===== config.mk =====
export PLATFORM = sky130hd
export DESIGN_NAME = event_timestamper_mt
export DESIGN_NICKNAME = d
export VERILOG_FILES = /design/src/rtl/event_ts_pkg.sv /design/src/rtl/ts_record_fifo.sv /design/src/rtl/event_timestamper_mt.sv
export SDC_FILE = /design/constraint.sdc
export NUM_CORES = 2
export LEC_CHECK = 0
export CORE_MARGIN = 2
export CORE_UTILIZATION = 55
export CTS_CLUSTER_SIZE = 10
export DETAILED_ROUTE_END_ITERATION = 16
export GPL_TIMING_DRIVEN = 0
export PLACE_DENSITY = 0.72
export SLEW_MARGIN = 20
export SYNTH_ARGS = -nofsm -noshare
export SYNTH_HDL_FRONTEND = slang
export SYNTH_SLANG_ARGS = --single-unit
export TNS_END_PERCENT = 5

===== constraint.sdc =====
create_clock -name clk_i -period 35 [get_ports clk_i]
set_input_delay 7 -clock clk_i [delete_from_list [all_inputs] [get_ports clk_i]]
set_output_delay 7 -clock clk_i [all_outputs]
set_load 0.01 [all_outputs]

===== src/rtl/event_ts_pkg.sv =====
// Shared types and constants for the multi-outcome event timestamper.
// The record struct documents the default-width record layout used on the output.
package event_ts_pkg;

    localparam int STATUS_W = 2;
    localparam int PKG_ID_W = 4;
    localparam int PKG_TS_W = 64;

    typedef enum logic [STATUS_W-1:0] {
        ST_OK      = 2'd0,
        ST_TIMEOUT = 2'd1,
        ST_ORPHAN  = 2'd2
    } status_e;

    typedef struct packed {
        logic [PKG_ID_W-1:0] id;
        status_e             status;
        logic [PKG_TS_W-1:0] startTs;
        logic [PKG_TS_W-1:0] endTs;
        logic [PKG_TS_W-1:0] diff;
    } ts_record_t;

    function automatic int recordWidth(input int idW, input int tsW);
        return idW + STATUS_W + 3 * tsW;
    endfunction

endpackage


===== src/rtl/ts_record_fifo.sv =====
// Synchronous first-word-fall-through FIFO whose head word is held in a register.
// The capacity includes the head word, so full means DEPTH records are stored.
module ts_record_fifo #(
    parameter int WIDTH = 8,
    parameter int DEPTH = 8
) (
    input  logic             clk_i,
    input  logic             rst_i,
    input  logic             push_i,
    input  logic [WIDTH-1:0] wdata_i,
    input  logic             pop_i,
    output logic [WIDTH-1:0] rdata_o,
    output logic             full_o,
    output logic             empty_o
);

    localparam int AW = $clog2(DEPTH);

    logic [WIDTH-1:0] mem_q [DEPTH];
    logic [AW-1:0]    rdPtr_q, rdPtr_d;
    logic [AW-1:0]    wrPtr_q, wrPtr_d;
    logic [AW:0]      count_q, count_d;
    logic [WIDTH-1:0] head_q, head_d;
    logic             valid_q;
    logic             doPush, doPop;

    assign full_o  = (count_q == (AW+1)'(DEPTH));
    assign empty_o = !valid_q;
    assign rdata_o = head_q;

    // The next head is either a stored entry or, when the FIFO drains to it, the word written now.
    always_comb begin
        doPush  = push_i && !full_o;
        doPop   = pop_i && valid_q;
        rdPtr_d = rdPtr_q + AW'(doPop);
        wrPtr_d = wrPtr_q + AW'(doPush);
        count_d = count_q;
        if (doPush && !doPop) begin
            count_d = count_q + (AW+1)'(1);
        end else if (!doPush && doPop) begin
            count_d = count_q - (AW+1)'(1);
        end
        head_d = head_q;
        if (count_d != '0) begin
            if (doPush && (count_q == (AW+1)'(doPop))) begin
                head_d = wdata_i;
            end else begin
                head_d = mem_q[rdPtr_d];
            end
        end
    end

    always_ff @(posedge clk_i) begin
        if (rst_i) begin
            rdPtr_q <= '0;
            wrPtr_q <= '0;
            count_q <= '0;
            head_q  <= '0;
            valid_q <= 1'b0;
        end else begin
            rdPtr_q <= rdPtr_d;
            wrPtr_q <= wrPtr_d;
            count_q <= count_d;
            head_q  <= head_d;
            valid_q <= (count_d != '0);
        end
    end

    always_ff @(posedge clk_i) begin
        if (doPush) begin
            mem_q[wrPtr_q] <= wdata_i;
        end
    end

endmodule


===== src/rtl/event_timestamper_mt.sv =====
// Per-ID start/end latency timestamper with orphan reporting, timeout sweeping
// and a backpressured record FIFO toward the record drain.
module event_timestamper_mt
    import event_ts_pkg::*;
#(
    parameter int ID_W       = 4,
    parameter int TS_W       = 64,
    parameter int FIFO_DEPTH = 8,
    parameter int TIMEOUT    = 0
) (
    input  logic                clk_i,
    input  logic                rst_i,
    input  logic                start_valid_i,
    output logic                start_ready_o,
    input  logic [ID_W-1:0]     start_id_i,
    input  logic                end_valid_i,
    output logic                end_ready_o,
    input  logic [ID_W-1:0]     end_id_i,
    output logic                out_valid_o,
    input  logic                out_ready_i,
    output logic [ID_W-1:0]     out_id_o,
    output logic [STATUS_W-1:0] out_status_o,
    output logic [TS_W-1:0]     out_start_ts_o,
    output logic [TS_W-1:0]     out_end_ts_o,
    output logic [TS_W-1:0]     out_ts_o,
    output logic [ID_W:0]       inflight_o
);

    localparam int NID = 2 ** ID_W;
    localparam int REC_W = recordWidth(ID_W, TS_W);
    localparam logic [TS_W-1:0] TIMEOUT_TS = TS_W'(TIMEOUT);

    logic [TS_W-1:0]  cnt_q;
    logic [NID-1:0]   scoreValid_q, scoreValid_d;
    logic [TS_W-1:0]  startTs_q [NID];
    logic [ID_W-1:0]  sweepPtr_q, sweepPtr_d;
    logic [ID_W:0]    inflight_q, inflight_d;

    logic             fifoFull, fifoEmpty;
    logic             startFire, endFire, endHit;
    logic [TS_W-1:0]  sweepDiff;
    logic             sweepCand, sweepRetire;
    logic             pushRec;
    logic [ID_W-1:0]  recId;
    status_e          recStatus;
    logic [TS_W-1:0]  recStart, recEnd, recDiff;
    logic [REC_W-1:0] recData, fifoRdata;

    // An end on the same ID wins the cycle; the start retries once the slot is free.
    assign end_ready_o   = !fifoFull;
    assign endFire       = end_valid_i && !fifoFull;
    assign endHit        = scoreValid_q[end_id_i];
    assign start_ready_o = !scoreValid_q[start_id_i] && !(endFire && (end_id_i == start_id_i));
    assign startFire     = start_valid_i && start_ready_o;

    assign sweepDiff   = cnt_q - startTs_q[sweepPtr_q];
    assign sweepCand   = (TIMEOUT != 0) && scoreValid_q[sweepPtr_q] && (sweepDiff >= TIMEOUT_TS);
    assign sweepRetire = sweepCand && !fifoFull && !endFire && (end_id_i != sweepPtr_q);

    // End events own the FIFO write port; the sweeper only uses idle cycles.
    always_comb begin
        pushRec   = 1'b0;
        recId     = end_id_i;
        recStatus = ST_OK;
        recStart  = '0;
        recEnd    = cnt_q;
        recDiff   = '0;
        if (endFire) begin
            pushRec = 1'b1;
            if (endHit) begin
                recStart = startTs_q[end_id_i];
                recDiff  = cnt_q - startTs_q[end_id_i];
            end else begin
                recStatus = ST_ORPHAN;
            end
        end else if (sweepRetire) begin
            pushRec   = 1'b1;
            recId     = sweepPtr_q;
            recStatus = ST_TIMEOUT;
            recStart  = startTs_q[sweepPtr_q];
            recDiff   = sweepDiff;
        end
    end

    assign recData = {recId, recStatus, recStart, recEnd, recDiff};

    always_comb begin
        scoreValid_d = scoreValid_q;
        if (startFire) begin
            scoreValid_d[start_id_i] = 1'b1;
        end
        if (endFire && endHit) begin
            scoreValid_d[end_id_i] = 1'b0;
        end
        if (sweepRetire) begin
            scoreValid_d[sweepPtr_q] = 1'b0;
        end
        sweepPtr_d = sweepPtr_q;
        if ((TIMEOUT != 0) && !(sweepCand && !sweepRetire)) begin
            sweepPtr_d = sweepPtr_q + ID_W'(1);
        end
        inflight_d = inflight_q;
        if (startFire && !((endFire && endHit) || sweepRetire)) begin
            inflight_d = inflight_q + (ID_W+1)'(1);
        end else if (!startFire && ((endFire && endHit) || sweepRetire)) begin
            inflight_d = inflight_q - (ID_W+1)'(1);
        end
    end

    always_ff @(posedge clk_i) begin
        if (rst_i) begin
            cnt_q        <= '0;
            scoreValid_q <= '0;
            sweepPtr_q   <= '0;
            inflight_q   <= '0;
        end else begin
            cnt_q        <= cnt_q + TS_W'(1);
            scoreValid_q <= scoreValid_d;
            sweepPtr_q   <= sweepPtr_d;
            inflight_q   <= inflight_d;
        end
    end

    // Start timestamps need no reset; the valid bits decide whether they mean anything.
    always_ff @(posedge clk_i) begin
        if (startFire) begin
            startTs_q[start_id_i] <= cnt_q;
        end
    end

    ts_record_fifo #(
        .WIDTH (REC_W),
        .DEPTH (FIFO_DEPTH)
    ) u_fifo (
        .clk_i   (clk_i),
        .rst_i   (rst_i),
        .push_i  (pushRec),
        .wdata_i (recData),
        .pop_i   (out_ready_i),
        .rdata_o (fifoRdata),
        .full_o  (fifoFull),
        .empty_o (fifoEmpty)
    );

    assign out_valid_o = !fifoEmpty;
    assign {out_id_o, out_status_o, out_start_ts_o, out_end_ts_o, out_ts_o} = fifoRdata;
    assign inflight_o  = inflight_q;

endmodule


## Word-level counts from Yosys, hierarchy flattened

Memory sizes are Yosys's and may differ from the RTL's.
Index checks and enable logic that the tools add are counted.

| cells by class | value |
|---|---|
| $add $sub $neg | 8 |
| $mul | 0 |
| div/mod/pow operators | 0 |
| $lt $le $gt $ge | 4 |
| eq/ne operators | 3 |
| shift operators | 0 |
| mux-type cells | 26 |
| bitwise operators | 3 |
| reduce and logical (&&, ||, !) cells | 23 |

Operators with widths:

| kind | count |
|---|---|
| 64-bit two-way mux | 4 |
| 198-bit two-way mux | 1 |
| 64-bit by 1-bit adder with 64-bit output (second input constant) | 1 |
| 64-bit subtractor | 1 |
| 16-bit two-way mux | 2 |
| 16-bit AND | 1 |
| 16-bit inverter | 1 |
| 16-bit OR | 1 |
| 1-bit logical AND | 14 |
| 4-bit by 5-bit less-than comparator with 1-bit output (second input constant) | 2 |
| 5-bit two-way mux | 2 |
| 1-bit two-way mux | 9 |
| 1-bit binary-select mux with 4-bit select | 2 |
| 1-bit demux with 4-bit select | 2 |
| 4-bit by 1-bit >= comparator with 1-bit output (second input constant) | 2 |
| 4-bit two-way mux | 2 |
| 1-bit zero test | 7 |
| 3-bit by 1-bit adder with 3-bit output | 2 |
| 5-bit by 1-bit adder with 5-bit output (second input constant) | 1 |
| 5-bit by 1-bit subtractor with 5-bit output (second input constant) | 1 |
| 4-bit by 1-bit adder with 4-bit output (second input constant) | 1 |
| 4-bit by 1-bit equality test with 1-bit output | 1 |
| 4-bit equality test | 1 |
| 4-bit equality test (second input constant) | 1 |
| 4 further kinds | 5 |

| storage, ports and cells | value |
|---|---|
| flip-flop bits (word level) | 294 |
| latch bits | 0 |
| RAM bits | 2,608 |
| memory bits (read-only) | 0 |
| bits of input ports | 13 |
| output and inout bits | 206 |
| word-level logic and storage cells | 77 |
| memories kept | 2 |

Memories:

| name | words | bits a word | read ports | clocked after Yosys merged registers in | write ports | line | text |
|---|---|---|---|---|---|---|---|
| u_fifo.mem_q | 8 | 198 | 1 | 0 | 1 | ts_record_fifo.sv:19 | `logic [WIDTH-1:0] mem_q [DEPTH];` |
| startTs_q | 16 | 64 | 1 | 0 | 1 | event_timestamper_mt.sv:35 | `logic [TS_W-1:0] startTs_q [NID];` |

## Logic depth before layout (Yosys ltp)

| logic depth | value |
|---|---|
| word-level depth | 11 |
| gate-level depth with buffers | 21 |
| mapped depth without buffers | 16 |

## By module

From an unflattened synthesis, not the netlist that was laid out.

| second synthesis, totals | value |
|---|---|
| cell total of the unflattened synthesis | 6,381 |
| area total of the unflattened synthesis | 116,855.8 µm² |

Modules (own cells, without submodules):

| module | times used | cells each | area each (µm²) | sequential area each (µm²) |
|---|---|---|---|---|
| ts_record_fifo | 1 | 3,693 | 69,670.6 | 51,749.6 |
| event_timestamper_mt | 1 | 2,688 | 47,185.3 | 32,451.1 |

## Least setup slack after synthesis

Ideal clock, no wire load.

| path | value |
|---|---|
| path type | input -> register |
| from | input port end_valid_i |
| to | memory u_fifo.mem_q[0][0] (netlist bit), enable pin |
| library setup time | 1,238 ps |
| arrival | 25,741 ps |
| slack | 8,021 ps |
| stages | 2 |
| path through | nand2_1 > nor4_1 |

| between the ends | value |
|---|---|
| cells in the longest elaborated chain, start to end | 5 |

RTL lines:

| what | line | text |
|---|---|---|
| from (decl) | event_timestamper_mt.sv:16 | `input logic end_valid_i,` |
| 1-bit logical AND | event_timestamper_mt.sv:51 | `assign endFire = end_valid_i && !fifoFull;` |
| 1-bit two-way mux | event_timestamper_mt.sv:68 | `if (endFire) begin` |
| 1-bit logical AND | ts_record_fifo.sv:33 | `doPush = push_i && !full_o;` |
| 1-bit two-way mux | ts_record_fifo.sv:70 | `if (doPush) begin` |
| 1-bit two-way mux (implied by the code) | ts_record_fifo.sv:71 | `mem_q[wrPtr_q] <= wdata_i;` |
| to (decl) | ts_record_fifo.sv:19 |  |

No other way between the ends.

## Final worst setup path

| path | value |
|---|---|
| from | input port end_id_i[3] |
| to | output port start_ready_o |

| between the ends | value |
|---|---|
| cells in the longest elaborated chain, start to end | 4 |

RTL lines:

| what | line | text |
|---|---|---|
| from (decl) | event_timestamper_mt.sv:18 | `input logic [ID_W-1:0] end_id_i,` |
| 4-bit equality test | event_timestamper_mt.sv:53 | `assign start_ready_o = !scoreValid_q[start_id_i] && !(endFire && (end_id_i == start_id_i));` |
| 1-bit logical AND | event_timestamper_mt.sv:53 |  |
| 1-bit zero test | event_timestamper_mt.sv:53 |  |
| 1-bit logical AND | event_timestamper_mt.sv:53 |  |
| to (decl) | event_timestamper_mt.sv:14 | `output logic start_ready_o,` |

No other way between the ends.

==> results.md <==
- Status: finished, final reports clean
- Pleak: 42.6 nW
- Least-Margin Pin Slew: 1120 ps
- CTS tree: built
- CP startpoint kind: input pin
- Post-synth net total: 6,216
- Routed vias: 64.3k
- Synth Cell Area: 115,000 sq um
- Vias per cell: 6.44
- RSZ-0062 raised after global routing: false
- Distinct cell type count after synthesis: 69
- RePlAce Congestion: 0.917
- Placed instance area: 124,000 sq um
- Period utilization: 0.473
- Grt total ovfl: 0
- Clk buf depth: 4
- Minimum clock period: 16,560 ps
- Vias in the first global route: 63.8k
- Cell breakdown of the critical path: clkdlybuf4s50_1 -> clkbuf_2 -> xor2_1 -> nor4_1 -> a21oi_2 -> clkdlybuf4s50_1
- Top Family by Delay on Critical Path: buffers and inverters
- Final Hold Vio Count: 0
- Final cell count without fillers: 9,990
- Yosys warnings: 0
- Max IR drop VDD: 0.0451 mV
- Top cells by area, synth: edfxtp_1, mux4_2, dfxtp_1, mux2i_1, nand2_1
- Root buffer cell: clkbuf_16
- Hold_buf cts: 0
- FFs w/ async S/R, synth: 0
- Critical-path top delay cell: clkdlybuf4s50_1
- Num CTS Buffers: 341
- Die Width: 461 um
- Class of the worst hold path: flop to flop
- Final ANT Viol Nets: 0
- Total power: 0.00898 W
- Max Fclk: 60.4 MHz
- Clock skew: 51.8 ps
- First-pass GRT wire length: 448,000 um
- Critical path data required time: 28,000 ps
- WL final: 313,000 um
- H-tree levels: 5
- Mapped Avg Cell Area: 18.8 sq um
- #FFs+latches synth: 2,893
- Crit path DAT: 9560 ps
- Ys flop type: edfxtp_1
- Slew HR: 0.233
- DR WL/cell: 31.3 um
- Core box area: 207,000 sq um
- Fin util: 0.645
- Post-CTS Resized: 0
- Share of the synthesized area in the top cell type: 0.681
- Worst path max stage delay: 680 ps
- Initial antenna violation count: 24
- Port bufs: 212
- Largest net degree at the start of global routing: 33
- TritonRoute pass-1 iters: 8
- R2r setup slk: 28,860 ps
- Final net count: 7,062
- Finish-stage setup viols: 0
- Num rows: 167
- Post-DP HPWL: 213,000 um
- Die Height: 461 um
- P&R area growth vs syn: 16.7%
- Worst skew pair latency: 960 ps
- CP Class: input pin to primary output
- Clk sink count: 2,893
- Post-Syn Instances: 6,112
- Yosys top cell by area: edfxtp_1
- Critical path's most frequent cell: clkdlybuf4s50_1
- Post-CTS Setup Repair Bufs: 0
- I/O pin count: 219
- Most frequent cells in the layout: edfxtp_1, mux4_2, nand2_1
- Total Routing Usage GR: 0.295
- Commonest non-fill, non-tap cell in the layout: edfxtp_1
- Initial Utilization: 0.553
- Bufs and invs on worst path: 3
- Max Cap Violations: 0
- Design area: 134,000 sq um
- Hold_ws: 447 ps
- Crit path max fanout: 9
- Filler cells: 13.8k
- DRC: 0
- Share of layout cells above drive strength 1: 0.215
- Clk pin slew, worst setup/hold paths: 50 ps
- Initial drt markers: 8,350
- Seq/Total Area, Yosys: 0.732
- Die Area: 212,000 sq um
- Number of synthesized flops with an enable pin: 2,600
- P per Cell Area: 67.1 nW/um^2
- Final count of pins violating max slew: 0
- Worst Setup End Kind: primary output
- # placed instances: 9,402
==> registers in the layout (all words and copies together) (netlist names) <==
name,flops
u_fifo.rdata_o,197
u_fifo.wrPtr_q,3
cnt_q,64
u_fifo.valid_q,1
startTs_q,1024
inflight_o,5
scoreValid_q,16
u_fifo.mem_q,1576
u_fifo.rdPtr_q,3
u_fifo.count_q,4
==> kinds of logic (layout without fill, tap and decap cells) <==
group | after synthesis | in the layout | synth area share
AOI/OAI and AO/OA | 690 | 690 | 0.0377
xor gates and xnor gates | 123 | 123 | 0.00939
adders and majority gates | 91 | 91 | 0.0101
buffers and inverters | 438 | 1516 | 0.0151
DFF | 2893 | 2893 | 0.732
muxes | 923 | 923 | 0.160
other | 1 | 13 | 0.0000327
and+or+nand+nor | 953 | 953 | 0.0360
==> through the flow <==
step	TNS (ps)	setup slack (ps)
2_1_floorplan	0	8020
3_3_place_gp	-3661910	-12480
5_1_grt	0	18430
4_1_cts	0	18510
3_5_place_dp	0	18530
6_report	0	18440
==> layout make-up <==
cell class	instances	area [sq um]	share of cell area
antenna	12	30.0	0.000224
buffer	352	1450	0.0108
clock buffer	567	9560	0.0715
clock inverter	8	90.1	0.000673
inverter	86	323	0.00241
multi-input combinational	2781	29200	0.218
sequential	2893	84000	0.628
tap	2788	3490	0.0261
timing repair buffer	503	5680	0.0425
==> metal layers <==
metal  vias up  track usage  wire length (um)  share of wire
li1      26375            -                 -              -
met1     33570        0.407            119000           0.38
met2      3790        0.467            150000           0.48
met3       543       0.0673             32900           0.11
met4        10        0.105             11200          0.036
met5         -            0                67        0.00021
==> worst reg2reg max path, stage by stage (launching register included) <==
cell,delay (ps)
dfxtp_1,360
inv_1,160
ha_1,230
nand3b_1,270
nand2_1,540
inv_1,300
buf_2,280
and2_1,160
clkbuf_1,250
inv_2,120
buf_2,460
buf_2,360
buf_2,410
ha_1,550
inv_1,210
fa_1,440
a21o_1,190
a21oi_1,180
xnor2_1,140
or3_1,330
a21oi_1,140
==> cells in the mapped netlist, drive strengths merged (5+ instances only) <==
master and n:
nand4 30, nand2b 12, a21boi 7, nand3 36, dfxtp 293, mux4 724
a311o 5, nand2 430, and3 28, and2 24, a211oi 42, a31oi 9
nor2b 13, and4 12, edfxtp 2600, xnor2 55, nor4 16, a21o 10
nor2 291, clkbuf 213, o211ai 158, o21a 15, o21bai 13, ha 89
o31ai 10, xor2 68, nor3 37, or3 11, a2111oi 5, inv 86
a221o 10, buf 139, o21ai 74, a21oi 307, mux2i 199
==> report_power, final <==
group,internal (W),total [W],switching [W]
Clock,0.00185,0.00314,0.00129
Sequential,0.00392,0.00403,0.000106
Combinational,0.000753,0.00180,0.00105
==> worst paths after layout <==
path         cells past startpoint                  end           startpoint
max reg2reg                     20        inflight_o[4]    u_fifo.count_q[0]
min                              2  u_fifo.rdata_o[175]  u_fifo.rdata_o[175]
min reg2reg                      2  u_fifo.rdata_o[175]  u_fifo.rdata_o[175]
max                              6        start_ready_o          end_id_i[3]
Note: power is estimated with default switching activity, not from simulation.
